### src/rtl/axi_ram_arbiter.sv
// Arbiter sharing one AXI RAM port between instruction fetch (read-only) and the MEM stage (read/write).
// Optional build macro ARB_ROUND_ROBIN_EN: alternate grants on contention instead of fixed MEM-over-IF priority.
module axi_ram_arbiter #(
  parameter int ADDR_W = 32,
  parameter int DATA_W = 64,
  parameter int RD_LAT = 1
) (
  input  logic                clock,
  input  logic                reset,
  input  logic                if_req,
  input  logic [ADDR_W-1:0]   if_addr,
  output logic                if_rvalid,
  output logic [DATA_W-1:0]   if_rdata,
  input  logic                mem_req,
  input  logic                mem_wen,
  input  logic [ADDR_W-1:0]   mem_addr,
  input  logic [DATA_W-1:0]   mem_wdata,
  input  logic [DATA_W/8-1:0] mem_wstrb,
  output logic                mem_rvalid,
  output logic [DATA_W-1:0]   mem_rdata,
  output logic                mem_bdone,
  output logic [ADDR_W-1:0]   ram_araddr,
  output logic                ram_arvalid,
  input  logic                ram_arready,
  input  logic [DATA_W-1:0]   ram_rdata,
  output logic [ADDR_W-1:0]   ram_awaddr,
  output logic                ram_awvalid,
  input  logic                ram_awready,
  output logic [DATA_W-1:0]   ram_wdata,
  output logic [DATA_W/8-1:0] ram_wstrb,
  output logic                ram_wvalid,
  input  logic                ram_wready,
  input  logic                ram_bvalid
);

  // state | meaning
  // IDLE  | no transaction, arbitrate on requests
  // AR    | read address presented, waiting for arready
  // RD    | counting RD_LAT cycles until ram_rdata is valid
  // AW    | write address and data presented, each handshaken independently
  // B     | waiting for the write response
  // RESP  | one-cycle response pulse to the owner
  typedef enum logic [2:0] {
    S_IDLE, S_AR, S_RD, S_AW, S_B, S_RESP
  } state_t;

  localparam int CNT_W = (RD_LAT > 1) ? $clog2(RD_LAT) : 1;

  state_t              state_q, state_d;
  logic                owner_mem_q, owner_mem_d;
  logic [CNT_W-1:0]    cnt_q, cnt_d;
  logic [ADDR_W-1:0]   addr_q, addr_d;
  logic [DATA_W-1:0]   wdata_q, wdata_d;
  logic [DATA_W/8-1:0] wstrb_q, wstrb_d;
  logic                arvalid_q, arvalid_d;
  logic                awvalid_q, awvalid_d;
  logic                wvalid_q, wvalid_d;
  logic [DATA_W-1:0]   if_rdata_q, if_rdata_d;
  logic [DATA_W-1:0]   mem_rdata_q, mem_rdata_d;
  logic                if_rvalid_q, if_rvalid_d;
  logic                mem_rvalid_q, mem_rvalid_d;
  logic                mem_bdone_q, mem_bdone_d;
  logic                grant_mem;
  logic                aw_done, w_done;

  // owner_mem_q keeps the last grantee after completion, so it doubles as the
  // round-robin history; its reset value (IF) lets MEM win the first contention.
`ifdef ARB_ROUND_ROBIN_EN
  assign grant_mem = mem_req && (!if_req || !owner_mem_q);
`else
  assign grant_mem = mem_req;
`endif

  assign aw_done = !awvalid_q || ram_awready;
  assign w_done  = !wvalid_q  || ram_wready;

  always_comb begin
    state_d      = state_q;
    owner_mem_d  = owner_mem_q;
    cnt_d        = cnt_q;
    addr_d       = addr_q;
    wdata_d      = wdata_q;
    wstrb_d      = wstrb_q;
    arvalid_d    = arvalid_q;
    awvalid_d    = awvalid_q;
    wvalid_d     = wvalid_q;
    if_rdata_d   = if_rdata_q;
    mem_rdata_d  = mem_rdata_q;
    if_rvalid_d  = 1'b0;
    mem_rvalid_d = 1'b0;
    mem_bdone_d  = 1'b0;

    case (state_q)
      S_IDLE: begin
        if (grant_mem) begin
          owner_mem_d = 1'b1;
          addr_d      = mem_addr;
          if (mem_wen) begin
            wdata_d   = mem_wdata;
            wstrb_d   = mem_wstrb;
            awvalid_d = 1'b1;
            wvalid_d  = 1'b1;
            state_d   = S_AW;
          end else begin
            arvalid_d = 1'b1;
            state_d   = S_AR;
          end
        end else if (if_req) begin
          owner_mem_d = 1'b0;
          addr_d      = if_addr;
          arvalid_d   = 1'b1;
          state_d     = S_AR;
        end
      end
      S_AR: begin
        if (ram_arready) begin
          arvalid_d = 1'b0;
          cnt_d     = CNT_W'(RD_LAT - 1);
          state_d   = S_RD;
        end
      end
      S_RD: begin
        if (cnt_q == '0) begin
          if (owner_mem_q) begin
            mem_rdata_d  = ram_rdata;
            mem_rvalid_d = 1'b1;
          end else begin
            if_rdata_d  = ram_rdata;
            if_rvalid_d = 1'b1;
          end
          state_d = S_RESP;
        end else begin
          cnt_d = cnt_q - 1'b1;
        end
      end
      S_AW: begin
        if (awvalid_q && ram_awready) awvalid_d = 1'b0;
        if (wvalid_q && ram_wready)   wvalid_d  = 1'b0;
        if (aw_done && w_done)        state_d   = S_B;
      end
      S_B: begin
        if (ram_bvalid) begin
          mem_bdone_d = 1'b1;
          state_d     = S_RESP;
        end
      end
      S_RESP:  state_d = S_IDLE;
      default: state_d = S_IDLE;
    endcase
  end

  always_ff @(posedge clock or posedge reset) begin
    if (reset) begin
      state_q      <= S_IDLE;
      owner_mem_q  <= 1'b0;
      cnt_q        <= '0;
      addr_q       <= '0;
      wdata_q      <= '0;
      wstrb_q      <= '0;
      arvalid_q    <= 1'b0;
      awvalid_q    <= 1'b0;
      wvalid_q     <= 1'b0;
      if_rdata_q   <= '0;
      mem_rdata_q  <= '0;
      if_rvalid_q  <= 1'b0;
      mem_rvalid_q <= 1'b0;
      mem_bdone_q  <= 1'b0;
    end else begin
      state_q      <= state_d;
      owner_mem_q  <= owner_mem_d;
      cnt_q        <= cnt_d;
      addr_q       <= addr_d;
      wdata_q      <= wdata_d;
      wstrb_q      <= wstrb_d;
      arvalid_q    <= arvalid_d;
      awvalid_q    <= awvalid_d;
      wvalid_q     <= wvalid_d;
      if_rdata_q   <= if_rdata_d;
      mem_rdata_q  <= mem_rdata_d;
      if_rvalid_q  <= if_rvalid_d;
      mem_rvalid_q <= mem_rvalid_d;
      mem_bdone_q  <= mem_bdone_d;
    end
  end

  assign if_rvalid   = if_rvalid_q;
  assign if_rdata    = if_rdata_q;
  assign mem_rvalid  = mem_rvalid_q;
  assign mem_rdata   = mem_rdata_q;
  assign mem_bdone   = mem_bdone_q;
  assign ram_araddr  = addr_q;
  assign ram_arvalid = arvalid_q;
  assign ram_awaddr  = addr_q;
  assign ram_awvalid = awvalid_q;
  assign ram_wdata   = wdata_q;
  assign ram_wstrb   = wstrb_q;
  assign ram_wvalid  = wvalid_q;

endmodule
### config.mk
export PLATFORM = sky130hd
export DESIGN_NAME = axi_ram_arbiter
export DESIGN_NICKNAME = d
export VERILOG_FILES = /design/src/rtl/axi_ram_arbiter.sv
export SDC_FILE = /design/constraint.sdc
export NUM_CORES = 1
export LEC_CHECK = 0
export BUFFER_PORTS_ARGS = -buffer_cell sky130_fd_sc_hd__clkbuf_2
export CORE_AREA = 4 4 186 188
export DETAILED_ROUTE_END_ITERATION = 10
export DIE_AREA = 0 0 190 192
export SLEW_MARGIN = 0
export SYNTH_ARGS = -nofsm -noshare
export SYNTH_HDL_FRONTEND = slang
export SYNTH_SLANG_ARGS = --single-unit
### constraint.sdc
create_clock -name clock -period 10.6 [get_ports clock]
set_clock_uncertainty 0.15 [all_clocks]
set_input_delay 2.12 -clock clock [delete_from_list [all_inputs] [get_ports clock]]
set_output_delay 2.12 -clock clock [all_outputs]
set_load 0.02 [all_outputs]
==> Word-level counts from Yosys, hierarchy flattened <==
Cells that the tools add are included.
{ "word_totals": {"regBits": 243, "latch_bits": 0, "mem_bits_rw": 0, "mem_bits_ro": 0, "inputBits": 209, "out_inout_bits": 270, "word_cells": 85, "memories": 0} }
{ "op_classes": {"n_addsub": 1, "n_mul": 0, "div_mod_pow": 0, "magnitude_cmp": 0, "n_eq_ne": 14, "shifts": 0, "muxes": 33, "n_bitwise": 2, "reduce_logical": 21} }
{ "op_table": {"columns": ["op", "n"], "rows": [
  ["2-to-1 mux 32 bit", 2],
  ["2-to-1 mux 1 bit", 19],
  ["2-to-1 mux 3 bit", 6],
  ["!= test 2 bit (second input constant)", 8],
  ["one-hot mux 3 bit (5 select lines)", 1],
  ["AND reduction 4 bit", 3],
  ["AND reduction 3 bit", 3],
  ["one-hot mux 1 bit (2 select lines)", 4],
  ["nonzero test 2 bit", 4],
  ["== test 3 x 2 -> 1 bit (second input constant)", 2],
  ["!= test 3 bit (second input constant)", 2],
  ["AND reduction 5 bit", 1],
  ["AND reduction 2 bit", 2],
  ["== test 3 x 1 -> 1 bit (second input constant)", 1],
  ["== test 3 bit (second input constant)", 1],
  ["logical AND 1 bit", 3],
  ["logical NOT 3 bit", 1],
  ["logical NOT 1 bit", 2],
  ["logical OR 1 bit", 2],
  ["2-to-1 mux 2 bit", 1],
  ["inverter 1 bit", 2],
  ["subtractor 1 bit (second input constant)", 1]
]} }

==> Longest topological paths before layout <==
Gate-level depths: netlist (run 1).
{ "logic_depth": {"word_depth": 5, "ltp_mapped": 6, "ltp_nobuf": 3} }

==> Worst setup path after synthesis (run 1) <==
OpenSTA, ideal clock, no wires.
{ "synth_path": {"path_kind": "in2reg", "startpoint": "input mem_req", "endpoint": "register addr_q[12] (netlist: ram_araddr[12])", "setup_ps": 125, "arrival_time_ps": 3109, "required_time_ps": 10325, "slack_ps": 7216, "stages": 4, "path_buffers": 2, "path_cell_list": "buf_2 > buf_2 > mux2_2 > mux2_2"} }
{ "synth_via": {"elab_chain_len": 2, "word_cells_on_any_way": 3, "cone_classes": "1 x mux; 2 x reduce/logical"} }
{ "synth_lines": {"columns": ["element", "line_no", "rtl"], "rows": [
  ["from (decl)", "14", "input logic mem_req,"],
  ["nonzero test 2 bit (no source line)", null, null],
  ["AND reduction 2 bit (no source line)", null, null],
  ["to (signal assigned)", "172", "addr_q <= addr_d;"],
  ["to (decl)", "52", "logic [ADDR_W-1:0] addr_q, addr_d;"]
]} }
Parallel ways exist; a longest one is shown, timed or not.
A chain may end at the register's enable or synchronous reset.

==> Worst setup path after layout (run 1) <==
{ "layout_path": {"startpoint": "input mem_req", "endpoint": "register wdata_q[61] (netlist: ram_wdata[61])"} }
{ "layout_via": {"elab_chain_len": 1} }
{ "layout_lines": {"columns": ["element", "line_no", "rtl"], "rows": [
  ["AND reduction 3 bit (no source line)", null, null],
  ["to (signal assigned)", "173", "wdata_q <= wdata_d;"],
  ["to (decl)", "53", "logic [DATA_W-1:0] wdata_q, wdata_d;"]
]} }
Every way passes these cells.

==> key figures, run 1 <==
Routing
  • ANT nets after route: 0
  • Vias per cell: 4.30
  • Detailed Route WL: 26,800 um
  • DR DRC count: 0
  • Vias post-DR: 6,562
  • WL per Instance: 17.5 um
  • Drt initial violations: 118
  • First-pass iteration count of the detailed router: 4

Power and ir drop
  • Clk pwr share: 21.6%
  • P per Cell Area: 350 nW/um^2
  • Max VDD drop: 150 uV
  • Leak: 6.63 nW
  • NetSw: 0.00186 W
  • Sw Ratio: 39.8%
  • Internal power: 0.00282 W
  • Sequential share of power: 36.0%
  • Gate power share: 42.4%

STA
  • FMAX: 267 MHz
  • Pins Over Slew Limit: 0
  • Fin crit share: 35.4%
  • Worst slew pin tran: 1.14 ns
  • Final Hold Viols: 0
  • Final setup vio count: 0
  • Final TNS setup: 0 ns
  • Relative max-transition margin: 24.0%
  • Crit path time final: 3.75 ns
  • RSZ-0062 raised after global routing: false

Clock network
  • Clk slew on worst S/H paths: 0.06 ns
  • TritonCTS buffer count: 28
  • H-tree levels: 1
  • Post-CTS Setup Inserts: 0
  • Post-CTS Resized: 0
  • CTS Root Cell: clkbuf_16
  • Cts hold-fix bufs: 0
  • Clk_lat worst skew: 0.53 ns
  • Clock Tree Buf Depth: 3
  • CTS tree: built
  • CTS sink count: 242

Hold path
  • Worst hold-check path type: reg -> reg
  • Hold path startpoint: if_rdata[11]$_DFFE_PP0P_

Setup path
  • Crit path from: mem_req
  • Worst-path fanout max: 72
  • Arr. time, crit path: 4.02 ns
  • Critical path type: in -> reg
  • Critical Path End Type: register
  • Req. time, crit path: 10.87 ns
  • Worst r2r src: state_q[1]$_DFFE_PP0P_
  • Type of origin of the critical path: input port
  • R2R setup slack: 8.03 ns

Final layout
  • Area grow syn2layout: 34.9%
  • Share of layout cells above drive strength 1: 63.3%
  • Util after Layout: 40.3%
  • Nets: 1,267
  • Antenna cell count: 0

Run status
  • Outcome: complete, no violations

Global routing
  • Gr usage total: 13.7%
  • Antenna violations before repair: 0
  • First-pass GRT wire length: 39,600 um
  • Largest net degree at the start of global routing: 98
  • Vias in the first global route: 6,759
  • Total grt overflow: 0

Place
  • GPL Wtd Cong: 0.777
  • DP HPWL: 19,900 um
  • Count of input and output buffers: 478

Floorplanning
  • Area of the core: 33,100 um^2
  • Row count: 67
  • Starting Density: 29.9%
  • Height of the die: 192 um
  • Boundary Pins: 479
  • Die area: 36,500 um^2
  • Chip width: 190 um

Logic synthesis
  • Top FF cell, synth: dfrtp_1
  • Most numerous cell in the Yosys netlist: dfrtp_1
  • Async S/R FF share, synth: 100%
  • #FFs+latches synth: 242
  • Post-synth EDFFs: 0
  • Post-synth top area share: 61.1%
  • Post-synth top cells: dfrtp_1 (242), mux2_2 (123), mux2_1 (119), buf_4 (38), mux2_4 (22)
  • Syn_nets: 819
  • Sequential element share of the synthesized area: 61.1%
  • Top cell type by total area after synthesis: dfrtp_1
  • Post-Synthesis Cell Area: 9900 um^2
  • Post-Synthesis Cells: 610
  • Synth top area cells: dfrtp_1 (61%), mux2_2 (14%), mux2_1 (14%)
  • Yosys warns: 0
  • Mapped Avg Cell Area: 16.2 um^2
  • Count of cell types in the netlist: 28

Job
  • Max-cap violations: 0
[cell type report]
cell class	count	area (um^2)
tap	448	561
fill	3139	19800
clock buffer	36	791
sequential	242	6060
timing repair buffer	483	2430
multi-input combinational	299	3300
clock inverter	15	199
inverter	4	22.5
[per-layer routing]
layer	wire [um]	track usage (%)	vias to the layer above
met2	13800	24.5	264
li1	-	-	3017
met1	10400	16.6	3242
met4	532	3.51	0
met3	2050	3.22	39
met5	0	0	-
[metrics by stage]
stage / power [W] / setup WS [ns] / hold WS (ns) / instances / cell area, um^2
floorplan: 0.00304 / 1.69 / 0.395 / 610 / 9900
global placement: 0.00368 / 6.28 / 0.316 / 1476 / 12400
detailed placement: 0.00372 / 6.26 / 0.324 / 1476 / 12400
CTS: 0.00475 / 6.86 / 0.337 / 1527 / 13400
global route: 0.00494 / 6.74 / 0.343 / 1527 / 13400
finish: 0.00468 / 6.85 / 0.332 / 1527 / 13400
[worst paths after layout]
kind / endpoint / cells after the start
worst min-delay path: if_rdata[11]$_DFFE_PP0P_ / 1
min in group asynchronous: if_rdata[9]$_DFFE_PP0P_ / 2
worst max register to register: ram_wdata[61]$_DFFE_PP0P_ / 3
worst min register to register: if_rdata[11]$_DFFE_PP0P_ / 1
worst max-delay path: ram_wdata[61]$_DFFE_PP0P_ / 4
max in group asynchronous: ram_wstrb[5]$_DFFE_PP0P_ / 3
[critical path, stage by stage]
cell and delay, ns:
clkbuf_2 0.08, buf_4 0.41, and3_4 0.92, mux2_2 0.41
[power by group through the flow]
stage               clock network, W  registers [W]  logic [W]
finish                       0.00101        0.00168    0.00198
global route                 0.00109        0.00175    0.00211
CTS                          0.00104        0.00169    0.00202
detailed placement                 0        0.00170    0.00202
global placement                   0        0.00168    0.00200
floorplan                          0        0.00221   0.000831
[registers in the layout, indices dropped and copies added, names as in the netlist]
register     cells
mem_rvalid       1
ram_arvalid      1
owner_mem_q      1
mem_bdone        1
if_rvalid        1
ram_awvalid      1
ram_wvalid       1
ram_wstrb        8
ram_araddr      32
state_q          3
ram_wdata       64
mem_rdata       64
if_rdata        64
[placed cells by master (no fill, tap or decap), types with 2 or more instances in the layout]
cell type,netlist,routed
clkinvlp_4,0,2
a31oi_1,2,2
o21ai_0,5,5
mux2_2,123,123
and3_4,1,2
clkinv_2,0,6
clkbuf_16,0,28
mux2_1,119,119
inv_1,4,3
buf_4,38,5
a21oi_1,2,2
clkbuf_1,1,2
nand2_1,4,4
bufinv_16,0,4
dfrtp_1,242,242
o21a_1,3,3
mux2_4,22,22
nor2b_1,3,3
nand2b_1,2,2
nor3_1,2,2
a22o_1,2,2
clkbuf_8,0,6
clkbuf_2,0,478
[cell families after synthesis]
kind of cell | synth area share [%]
multiplexers | 30.9
flip-flops | 61.1
buffers and inverters | 5.58
AO/OA/AOI/OAI | 1.23
AND/OR/NAND/NOR | 1.19
No activity file was read; power rests on OpenSTA's default activity.
==> run 2, diff against run 1 <==
Clock period 10.6 ns to 3.65 ns, I/O delays scaled along.
==> run 2 against run 1 <==
  * Flip-flop and latch count is the same
  * Combinational power grew to 2.9 times the previous value
  * Critical path type is now reg -> reg
  * Cell area grew 0.38%
  * Critical endpoint is now ram_wdata[59]$_DFFE_PP0P_
  * Die area is the same
==> key figures, run 2 (synthesis results as in run 1) <==
Global routing
  • Largest net degree at the start of global routing: 66 (-33%)
  • Total grt overflow: 0 (unchanged)
  • First-pass GRT wire length: 40,200 um (+1.3%)
  • Gr usage total: 13.8% (+0.12 points)
  • Vias in the first global route: 6,836 (+1.1%)
  • Antenna violations before repair: 0 (unchanged)

Setup path
  • Max incr delay on CP: 0.53 ns (-0.39 ns)
  • Arr. time, crit path: 2.61 ns (-1.41 ns)
  • Type of origin of the critical path: register
  • Critical Path End Type: register
  • CP cell instances: nor3_2 -> and3_4 -> buf_4 -> mux2_1
  • Slowest cell on the critical path: dfrtp_1
  • Req. time, crit path: 3.90 ns (-6.97 ns)
  • Critical path type: reg -> reg
  • Worst-path fanout max: 32 (-56%)

Routing
  • Vias post-DR: 6,687 (+1.9%)
  • DR DRC count: 0 (unchanged)
  • WL per Instance: 17.5 um (-0.13%)
  • Drt initial violations: 181 (+53%)
  • First-pass iteration count of the detailed router: 4 (unchanged)
  • Detailed Route WL: 27,000 um (+0.59%)
  • ANT nets after route: 0 (unchanged)
  • Vias per cell: 4.35 (+1.2%)

Place
  • Placed Cells: 1,489 (+0.88%)
  • Count of input and output buffers: 478 (unchanged)
  • GPL Wtd Cong: 0.785 (+1.0%)
  • DP HPWL: 20,500 um (+3.0%)
  • Post-DP Area: 12,500 um^2 (+1.3%)

Run status
  • Outcome: complete, no violations

Floorplanning
  • Boundary Pins: 479 (unchanged)
  • Starting Density: 29.9% (unchanged)
  • Area of the core: 33,100 um^2 (unchanged)
  • Chip width: 190 um (unchanged)
  • Height of the die: 192 um (unchanged)
  • Die area: 36,500 um^2 (unchanged)
  • Row count: 67 (unchanged)

Final layout
  • Post-route cell area: 13,400 um^2 (+0.38%)
  • Commonest non-fill, non-tap cells in the layout: clkbuf_2 (478), dfrtp_1 (242), mux2_2 (123), mux2_1 (119), clkbuf_16 (27)
  • Share of layout cells above drive strength 1: 63.3% (about the same)
  • Area grow syn2layout: 35.4%
  • Final Non-Filler Cells: 1,538 (+0.72%)
  • Most common cell after layout, fill and taps aside: clkbuf_2
  • Nets: 1,279 (+0.95%)
  • Antenna cell count: 0 (unchanged)

Power and ir drop
  • NetSw: 0.00536 W (+190%)
  • Internal power: 0.00800 W (+180%)
  • Clk pwr share: 20.1% (-1.5 points)
  • Leak: 6.66 nW (+0.40%)
  • Sw Ratio: 40.1% (+0.31 points)
  • Design Power: 0.0134 W (+190%)
  • P per Cell Area: 996 nW/um^2 (+180%)
  • Gate power share: 43.3% (+0.9 points)
  • Sequential share of power: 36.6% (+0.6 points)
  • Max VDD drop: 502 uV (+230%)

Clock network
  • Cts hold-fix bufs: 0 (unchanged)
  • CTS tree: built
  • CTS Root Cell: clkbuf_16
  • TritonCTS buffer count: 27 (-3.6%)
  • Clk slew on worst S/H paths: 0.06 ns (about the same)
  • H-tree levels: 1 (unchanged)
  • Clock Tree Buf Depth: 3 (unchanged)
  • Post-CTS Setup Inserts: 0 (unchanged)
  • Post-CTS Resized: 0 (unchanged)
  • Clk_lat worst skew: 0.52 ns (about the same)
  • CTS sink count: 242 (unchanged)

STA
  • RSZ-0062 raised after global routing: false
  • FMAX: 425 MHz
  • Crit path time final: 2.35 ns
  • Final setup vio count: 0 (unchanged)
  • Worst slew pin tran: 0.855 ns (-0.285 ns)
  • Final Hold Viols: 0 (unchanged)
  • Relative max-transition margin: 42.9% (+19 points)
  • Worst hold margin: 0.221 ns (-0.111 ns)
  • Final TNS setup: 0 ns (unchanged)
  • Pins Over Slew Limit: 0 (unchanged)
  • Fin crit share: 64.5%

Job
  • Max-cap violations: 0 (unchanged)

Hold path
  • Worst hold-check path type: in -> async
run 2: cell count changes in the layout (fill, tap and decap cells not counted), moves of 2 or more:
cell	delta
buf_12	+5
buf_4	+8
bufinv_16	-2
clkbuf_1	+4
run 2: final timing paths:
| check | depth (start not counted) | end | slack, ns | startpoint |
|---|---|---|---|---|
| min reg2reg | 1 | ram_wdata[2]$_DFFE_PP0P_ | 0.33 | ram_wdata[2]$_DFFE_PP0P_ |
| min | 2 | mem_rdata[9]$_DFFE_PP0P_ | 0.22 | reset |
| max reg2reg | 4 | ram_wdata[59]$_DFFE_PP0P_ | 1.30 | state_q[1]$_DFFE_PP0P_ |
| max in group asynchronous | 3 | ram_wdata[39]$_DFFE_PP0P_ | 2.26 | reset |
| min in group clock | 2 | ram_wdata[24]$_DFFE_PP0P_ | 0.27 | mem_wdata[24] |
| max | 4 | ram_wdata[59]$_DFFE_PP0P_ | 1.30 | state_q[1]$_DFFE_PP0P_ |
run 2: layout make-up:
class                           instances  area (um^2)
Sequential cell                       242         6060
Clock buffer                           38          767
Multi-Input combinational cell        299         3300
Fill cell                            3190        19700
Clock inverter                         11          118
Inverter                                4         18.8
Timing Repair Buffer                  496         2590
Tap cell                              448          561
run 2: critical path: cells and delay by family, from the launching register on:
family | cells | cell delay [ns]
mux | 1 | 0.35
buf+inv | 1 | 0.31
simple gates | 2 | 0.87
flops | 1 | 0.53
run 2: per-layer routing:
layer  wire (um)  vias up  part of all wire (%)  track usage (%)
li1            -     3032                     -                -
met1       10900     3360                    40             17.4
met2       13700      255                    51             23.8
met3        1800       40                   6.7             3.02
met4         584        0                   2.2             3.95
met5           0        -                     0                0
run 2: power by group through the flow:
| stage | Sequential (W) | Combinational [W] | Clock, W |
|---|---|---|---|
| after CTS | 0.00490 | 0.00589 | 0.00278 |
| after global placement | 0.00489 | 0.00582 | 0 |
| after floorplan | 0.00641 | 0.00241 | 0 |
| final | 0.00489 | 0.00578 | 0.00269 |
| after detailed placement | 0.00492 | 0.00588 | 0 |
| after global routing | 0.00507 | 0.00616 | 0.00290 |
run 2: through the flow:
stage | setup slack, ns | util (%)
after detailed placement | 1.19 | 37.8
final | 1.30 | 40.5
after floorplan | -0.406 | -
after CTS | 1.28 | 40.5
after global routing | 1.14 | 40.5
after global placement | 1.20 | 37.8
==> run 3, diff against run 2 <==
Settings changed: CORE_AREA 4 4 186 188 to 4 4 184 186, DIE_AREA 0 0 190 192 to 0 0 188 190.
Clock period 3.65 ns to 2.1 ns, I/O delays scaled along.
==> run 3 against run 2 <==
  * Combinational power up 83%
  * Via count up 8.2%
  * Highest routed layer unchanged
  * Core utilization up 5.7 points
  * Flip-flop and latch count unchanged
  * Worst hold slack worse by 0.20 ns
  * Cell area up 11%
  * Final cell count up 9.4%
  * Count of clock-buffer cells in the layout up 5
  * Non-clock buffer count up 151
==> key figures, run 3 (synthesis results as in run 1) <==
STA
  • Pins Over Slew Limit: 0 (unchanged)
  • Final Hold Viols: 0 (unchanged)
  • Worst slew pin tran: 0.359 ns (-0.495 ns)
  • RSZ-0062 raised after global routing: false
  • FMAX: 527 MHz (+24%)
  • Fin crit share: 90.4% (+26 points)
  • Relative max-transition margin: 76.0% (+33 points)
  • Final TNS setup: 0 ns (unchanged)
  • Final setup vio count: 0 (unchanged)
  • Crit path time final: 1.90 ns (-0.455 ns)

Clock network
  • CTS sink count: 242 (unchanged)
  • TritonCTS buffer count: 27 (unchanged)
  • CTS tree: built
  • Clk slew on worst S/H paths: 0.06 ns (about the same)
  • H-tree levels: 1 (unchanged)
  • Post-CTS Resized: 0 (unchanged)
  • Clk_lat worst skew: 0.52 ns (about the same)
  • CTS Root Cell: clkbuf_16
  • Clock Tree Buf Depth: 3 (unchanged)

Global routing
  • Gr usage total: 15.4% (+1.7 points)
  • Total grt overflow: 0 (unchanged)
  • First-pass GRT wire length: 44,800 um (+12%)
  • Vias in the first global route: 7,948 (+16%)
  • Antenna violations before repair: 1 (+1)
  • Largest net degree at the start of global routing: 58 (-12%)

Setup path
  • Arr. time, crit path: 2.15 ns (-0.46 ns)
  • Type of origin of the critical path: register
  • Critical Path End Type: register
  • Worst R2R End: ram_wdata[17]$_DFFE_PP0P_
  • Worst r2r src: state_q[0]$_DFFE_PP0P_
  • Critical path type: reg -> reg
  • R2R setup slack: 0.20 ns (-1.10 ns)
  • Worst-path fanout max: 38 (+19%)
  • R2R cell count: 4 (unchanged)
  • Req. time, crit path: 2.35 ns (-1.55 ns)

Routing
  • Drt initial violations: 152 (-16%)
  • First-pass iteration count of the detailed router: 4 (unchanged)
  • WL per Instance: 17.1 um (-2.5%)
  • DR DRC count: 0 (unchanged)
  • Vias post-DR: 7,237 (+8.2%)
  • Detailed Route WL: 28,800 um (+6.7%)
  • ANT nets after route: 0 (unchanged)
  • Vias per cell: 4.30 (-1.1%)

Power and ir drop
  • Leak: 7.30 nW (+9.7%)
  • P per Cell Area: 1570 nW/um^2 (+58%)
  • Max VDD drop: 1040 uV (+110%)
  • Design Power: 0.0234 W (+75%)

Final layout
  • Final Non-Filler Cells: 1,683 (+9.4%)
  • Nets: 1,430 (+12%)
  • Commonest non-fill, non-tap cells in the layout: clkbuf_2 (478), dfrtp_1 (242), dlygate4sd3_1 (136), mux2_2 (123), mux2_1 (119)
  • Area grow syn2layout: 50.8%
  • Fill count: 2,887 (-9.5%)
  • Share of layout cells above drive strength 1: 56.2% (-7.1 points)
  • FF+latch area: 6060 um^2 (unchanged)
  • Multi-input logic area: 3300 um^2 (unchanged)
  • Most common cell after layout, fill and taps aside: clkbuf_2

Place
  • GPL Wtd Cong: 0.802 (+2.1%)
  • Count of input and output buffers: 478 (unchanged)
  • Placed Cells: 1,498 (+0.60%)
  • DP HPWL: 21,200 um (+3.4%)

Hold path
  • Worst hold-check path type: in -> reg
  • Hold path depth: 3
  • Hold path startpoint: ram_bvalid
  • WHS Endpoint: mem_bdone$_DFF_PP0_

Floorplanning
  • Height of the die: 190 um (-1.0%)
  • Boundary Pins: 479 (unchanged)
  • Chip width: 188 um (-1.1%)
  • Area of the core: 32,300 um^2 (-2.5%)
  • Row count: 66 (-1.5%)
  • Starting Density: 30.7% (+0.76 points)
  • Die area: 35,700 um^2 (-2.1%)

Run status
  • Outcome: complete, no violations

Job
  • Max-cap violations: 0 (unchanged)
run 3: cell types whose count changed in the layout (fill, tap and decap cells not counted):
cell           previous run  this run
diode_2                   0         1
clkinv_2                  5         2
buf_4                    13        19
inv_6                     2         1
clkbuf_1                  6        13
dlygate4sd3_1             0       136
clkbuf_8                  5         3
clkinvlp_4                3         1
clkinv_4                  0         1
bufinv_16                 2         1
buf_12                    5        14
run 3: critical path: stages, from the launching register on:
cell,delay [ns]
dfrtp_1,0.45
nor3_2,0.28
and3_4,0.28
buf_12,0.22
mux2_1,0.35
run 3: routing by layer:
layer,wire length [um],track usage [%]
met1,11300,18.6
met2,14600,27.2
met3,1670,3.14
met4,1210,6.27
met5,0,0
run 3: where the power goes:
group          total, W  internal [W]  switching (W)
Combinational    0.0106       0.00439        0.00616
Sequential      0.00845       0.00704        0.00141
Clock           0.00443       0.00261        0.00182
Total            0.0234        0.0140        0.00939
run 3: repair_timing:
| action | CTS | global route |
|---|---|---|
| hold buffers | 136 | 0 |
| endpoints found under the hold margin | 209 | 0 |
| buffers inserted | 0 | 0 |
| setup endpoints to repair | 0 | 0 |
run 3: area by class of cell:
cell class	instances	area share (%)
clock buffer	43	5.13
tap	442	3.70
sequential	242	40.6
multi-input combinational	299	22.1
timing repair buffer	647	28.0
clock inverter	5	0.386
antenna	1	0.0168
inverter	4	0.126
run 3: worst max path at each step:
stage                                      start  slack [ns]                        end  cells after the start
after floorplan                            reset       -1.65    if_rdata[0]$_DFFE_PP0P_                      1
after global placement    state_q[0]$_DFFE_PP0P_        0.24  ram_wdata[62]$_DFFE_PP0P_                      4
after detailed placement  state_q[0]$_DFFE_PP0P_        0.21  mem_rdata[11]$_DFFE_PP0P_                      4
after CTS                 state_q[0]$_DFFE_PP0P_        0.20  mem_rdata[11]$_DFFE_PP0P_                      4
after global routing      state_q[0]$_DFFE_PP0P_        0.11  ram_wdata[19]$_DFFE_PP0P_                      4
final                     state_q[0]$_DFFE_PP0P_        0.20  ram_wdata[17]$_DFFE_PP0P_                      4
run 3: metrics by stage:
| stage | worst slack [ns] | hold WS (ns) | utilization, % | area [um^2] |
|---|---|---|---|---|
| after detailed placement | 0.207 | 0.267 | 39.5 | 12700 |
| after global routing | 0.108 | 0.0141 | 46.2 | 14900 |
| after global placement | 0.239 | 0.279 | 39.5 | 12700 |
| after CTS | 0.199 | 0.00373 | 46.2 | 14900 |
| final | 0.201 | 0.0241 | 46.2 | 14900 |
| after floorplan | -1.65 | 0.390 | - | 9910 |
